==> config.mk <==
export PLATFORM = sky130hd
export DESIGN_NAME = countdown_timer_bcd
export DESIGN_NICKNAME = d
export VERILOG_FILES = /design/src/rtl/countdown_timer_bcd.sv
export SDC_FILE = /design/constraint.sdc
export NUM_CORES = 1
export LEC_CHECK = 0
export CORE_MARGIN = 1
export CORE_UTILIZATION = 60
export DETAILED_ROUTE_END_ITERATION = 10
export DONT_BUFFER_PORTS = 1
export PLACE_DENSITY = 0.86
export RECOVER_POWER = 100
export SETUP_SLACK_MARGIN = 0.05
export SYNTH_ARGS = -nofsm -noshare
export SYNTH_HDL_FRONTEND = slang
export SYNTH_SLANG_ARGS = --single-unit
==> constraint.sdc <==
create_clock -name clk -period 5.6 [get_ports clk]
set_input_delay 1.12 -clock clk [delete_from_list [all_inputs] [get_ports clk]]
set_output_delay 1.12 -clock clk [all_outputs]
set_load 0.02 [all_outputs]
==> src/rtl/countdown_timer_bcd.sv <==
// rtl/countdown_timer_bcd.sv - BCD SS.CC countdown timer with run/pause, done pulse and alarm
// Counts down once per TICKS_PER_CS clk_time strobes; stops at 00.00.
module countdown_timer_bcd #(
   parameter int TICKS_PER_CS = 10000,
   parameter int CNT_W        = 16
) (
   input  logic       clk,
   input  logic       reset_n,
   input  logic       clk_time,
   input  logic       load,
   input  logic [3:0] load_sec10,
   input  logic [3:0] load_sec1,
   input  logic [3:0] load_cs10,
   input  logic [3:0] load_cs1,
   input  logic       start_stop,
   input  logic       clear,
   output logic [3:0] sec10,
   output logic [3:0] sec1,
   output logic [3:0] cs10,
   output logic [3:0] cs1,
   output logic       running,
   output logic       done,
   output logic       alarm
);

   typedef enum logic [1:0] {IDLE, PAUSE, RUN, DONE} state_t;

   localparam logic [CNT_W-1:0] PRE_MAX = CNT_W'(TICKS_PER_CS - 1);

   state_t           state_q, state_d;
   logic [3:0]       s10_q, s1_q, c10_q, c1_q;
   logic [3:0]       s10_d, s1_d, c10_d, c1_d;
   logic [3:0]       s10_dec, s1_dec, c10_dec, c1_dec;
   logic [3:0]       s10_ld, s1_ld, c10_ld, c1_ld;
   logic [CNT_W-1:0] pre_q, pre_d;
   logic             done_q, done_d;

   function automatic logic [3:0] clamp(input logic [3:0] d);
      return (d > 4'd9) ? 4'd9 : d;
   endfunction

   assign s10_ld = clamp(load_sec10);
   assign s1_ld  = clamp(load_sec1);
   assign c10_ld = clamp(load_cs10);
   assign c1_ld  = clamp(load_cs1);

   // Borrow chain; only used in RUN where the value is known to be nonzero.
   always_comb begin
      s10_dec = s10_q;
      s1_dec  = s1_q;
      c10_dec = c10_q;
      c1_dec  = c1_q;
      if (c1_q != 4'd0) begin
         c1_dec = c1_q - 4'd1;
      end else begin
         c1_dec = 4'd9;
         if (c10_q != 4'd0) begin
            c10_dec = c10_q - 4'd1;
         end else begin
            c10_dec = 4'd9;
            if (s1_q != 4'd0) begin
               s1_dec = s1_q - 4'd1;
            end else begin
               s1_dec  = 4'd9;
               s10_dec = s10_q - 4'd1;
            end
         end
      end
   end

   always_comb begin
      state_d = state_q;
      s10_d   = s10_q;
      s1_d    = s1_q;
      c10_d   = c10_q;
      c1_d    = c1_q;
      pre_d   = pre_q;
      done_d  = 1'b0;
      if (clear) begin
         {s10_d, s1_d, c10_d, c1_d} = 16'h0000;
         pre_d   = '0;
         state_d = IDLE;
      end else if (load) begin
         {s10_d, s1_d, c10_d, c1_d} = {s10_ld, s1_ld, c10_ld, c1_ld};
         pre_d   = '0;
         state_d = ({s10_ld, s1_ld, c10_ld, c1_ld} != 16'h0000) ? PAUSE : IDLE;
      end else if (start_stop && state_q == PAUSE) begin
         pre_d   = '0;
         state_d = RUN;
      end else if (start_stop && state_q == RUN) begin
         state_d = PAUSE;
      end else if (state_q == RUN && clk_time) begin
         if (pre_q == PRE_MAX) begin
            pre_d = '0;
            {s10_d, s1_d, c10_d, c1_d} = {s10_dec, s1_dec, c10_dec, c1_dec};
            if ({s10_q, s1_q, c10_q, c1_q} == 16'h0001) begin
               state_d = DONE;
               done_d  = 1'b1;
            end
         end else begin
            pre_d = pre_q + CNT_W'(1);
         end
      end
   end

   always_ff @(posedge clk or negedge reset_n) begin
      if (!reset_n) begin
         state_q <= IDLE;
         s10_q   <= 4'd0;
         s1_q    <= 4'd0;
         c10_q   <= 4'd0;
         c1_q    <= 4'd0;
         pre_q   <= '0;
         done_q  <= 1'b0;
      end else begin
         state_q <= state_d;
         s10_q   <= s10_d;
         s1_q    <= s1_d;
         c10_q   <= c10_d;
         c1_q    <= c1_d;
         pre_q   <= pre_d;
         done_q  <= done_d;
      end
   end

   assign sec10   = s10_q;
   assign sec1    = s1_q;
   assign cs10    = c10_q;
   assign cs1     = c1_q;
   assign running = (state_q == RUN);
   assign alarm   = (state_q == DONE);
   assign done    = done_q;

endmodule

==> run metrics <==
Initial Util 63.36%; flops & latches, synth 35; Worst-Skew Late Latency a little under 0.3 ns; Vias/cell between 6 and 7; # resized after CTS 0; largest family of logic cells by synthesized area simple AND/OR/NAND/NOR gates; share of layout cells above drive strength 1 ~7.5%; Worst Hold Class in2async; top_reg_cell synth dfrtp_1; final worst slack 2.833 ns; CP arrival 2.94 ns; first-pass GRT wire length 9.066 mm; number of setup buffers added after CTS 0; multiplexer share of the synthesized area 3.640%; register area share after synthesis ~37%; crit path capture type register; clk buf depth 2; Post-Synth Adder-Cell Area approximately 2.7%; slew at the pin closest to its max-slew limit between 0.7 and 0.8 ns; Worst EP required between 5 and 6 ns; Mapped Area approximately 0.0023 mm^2; EDFF count, synth 0; number of diodes 0; R2R Setup Slk 2.94 ns; CTS tree yes; largest net degree at the start of global routing 36; Slew HR about half; Crit Path Max Fanout 7; commonest non-fill, non-tap cells in the layout nor2_1, dfrtp_1, nand2_1; detailed-route via count about 2,000; fmax 0.3614 GHz; Startpoint Class primary input; final count of hold timing violations 0; fin crit share 49.41%; clk_skew about 0.0089 ns; drt first pass iters 4; fraction of registers with async set/reset 100.0%; Root Buffer clkbuf_8; Worst-path clk slew about 0.070 ns; RePlAce Congestion 0.8802; Pwr per Cell Area about 220 mW/mm^2; pins over their slew limit 0; DR iter-0 viols 175; CTS Sinks 35; Routed WL ~5.4 mm; Die ar. 0.004149 mm^2; Final ANT Viol Nets 0; compound-cell area share of the yosys netlist 15.36%; cts hold-fix bufs 0; Sum Neg Setup Slack 0 ns; final total power slightly above 500 uW; Synth Area in XOR/XNOR just under 5%; Synth top area share 37.47%; IO buf count 0; YS warnings 0; height of the die roughly 64 um; post-synth cell types between 60 and 70; CTS HTree Levels 2; FP Rows 22; fill count 307; # IOs 41; area occupied by registers 875.8 um^2; RSZ-0062 raised after global routing no; area leader, netlist dfrtp_1; Avg Inst Size Synth between 9 and 10 um^2; maxcap violations 0; Synth Instances around 260; pre-CTS setup slack slightly below 3 ns; Static Leak between 0.0009 and 0.001 uW; post-DR wirelength/cell roughly 18 um; core area approximately 0.0037 mm^2; Area contributors post-synth dfrtp_1, nor2_1, nand2_1; grt ovf 0; Setup CP Type in2reg; number of global-route vias before repair roughly 2,000; status finished clean; area occupied by multi-input gates between 0.001 and 0.0015 mm^2; Total GRT Usage between 20% and 30%; Final Setup Violations 0; Detailed Place HPWL 3.949 mm; Layout Nets between 200 and 300; syn nets ~280; area delta synth->final 0.9100%; Num CTS Buffers 5; Final Critical Period between 2 and 3 ns; DRC Markers 0; maximum VDD drop roughly 140 uV; initial antenna violation count 0; simple logic cell fraction of the synthesized area around a third; Die W 64.42 um
-- cell families (layout without fill, tap and decap cells) --
logic type / after synthesis / after routing
compound gates: 50 / 50
xor+xnor: 13 / 13
fa+ha+maj: 5 / 5
buf+inv: 22 / 22
flops: 35 / 35
mux: 8 / 8
simple gates: 122 / 122
-- critical path, stage by stage --
cell and delay [ns]:
nand4bb_4 0.22, or4_4 0.54, nor3_1 0.56, nor2_1 0.16, mux2_1 0.34
-- synthesized netlist by cell type (all sizes together), types with 5 or more instances --
| cell type | n |
|---|---|
| a21oi | 7 |
| a31oi | 5 |
| and3 | 5 |
| dfrtp | 35 |
| ha | 5 |
| inv | 16 |
| nand2 | 19 |
| nand3 | 6 |
| nand4 | 10 |
| nor2 | 35 |
| nor3 | 9 |
| nor4 | 11 |
| o21ai | 10 |
| xnor2 | 6 |
| xor2 | 7 |
-- metal layers --
layer | up-vias | GRT usage (%) | routed length, um
li1 | 951 | - | -
met3 | 14 | 9.155 | 467
met2 | 105 | 41.84 | 2470
met4 | 0 | 9.444 | 90
met5 | - | 0 | 0
met1 | 964 | 38.99 | 2401
-- final timing paths --
kind,startpoint,end,cells after the start
max,start_stop,sec1[1],5
min,reset_n,pre_q[12],0
max reg2reg,cs10[1],sec1[1],7
min reg2reg,pre_q[13],pre_q[13],1
max in group asynchronous,reset_n,pre_q[15],0
min in group clk,pre_q[13],pre_q[13],1
-- through the flow --
step	util [%]	hold WS [ns]	area, um^2	std cells
global route	63.94	0.5082	2359	303
finish	63.94	0.5188	2359	303
floorplan	-	0.4986	2337	255
global placement	63.91	0.5429	2357	297
detailed placement	63.91	0.5547	2357	297
CTS	65.88	0.5165	2430	303
-- final cells by class --
| class | count | area share [%] |
|---|---|---|
| clock buffers | 6 | 3.077 |
| flip-flops and latches | 35 | 37.14 |
| well taps | 48 | 2.546 |
| inverters | 16 | 2.546 |
| multi-input cells | 198 | 54.70 |
-- flip-flops by register name, summed over array words and instances (netlist names) --
name	count
pre_q	16
sec10	4
done	1
sec1	4
state_q	2
cs1	4
cs10	4
-- power breakdown --
part           internal (uW)  total, uW  switching, uW
Combinational           25.5       60.5           35.0
Sequential               260        281           21.1
Clock                   82.9        171           87.9
Total                    369        513            144
Note: power is estimated with default switching activity, not from simulation.
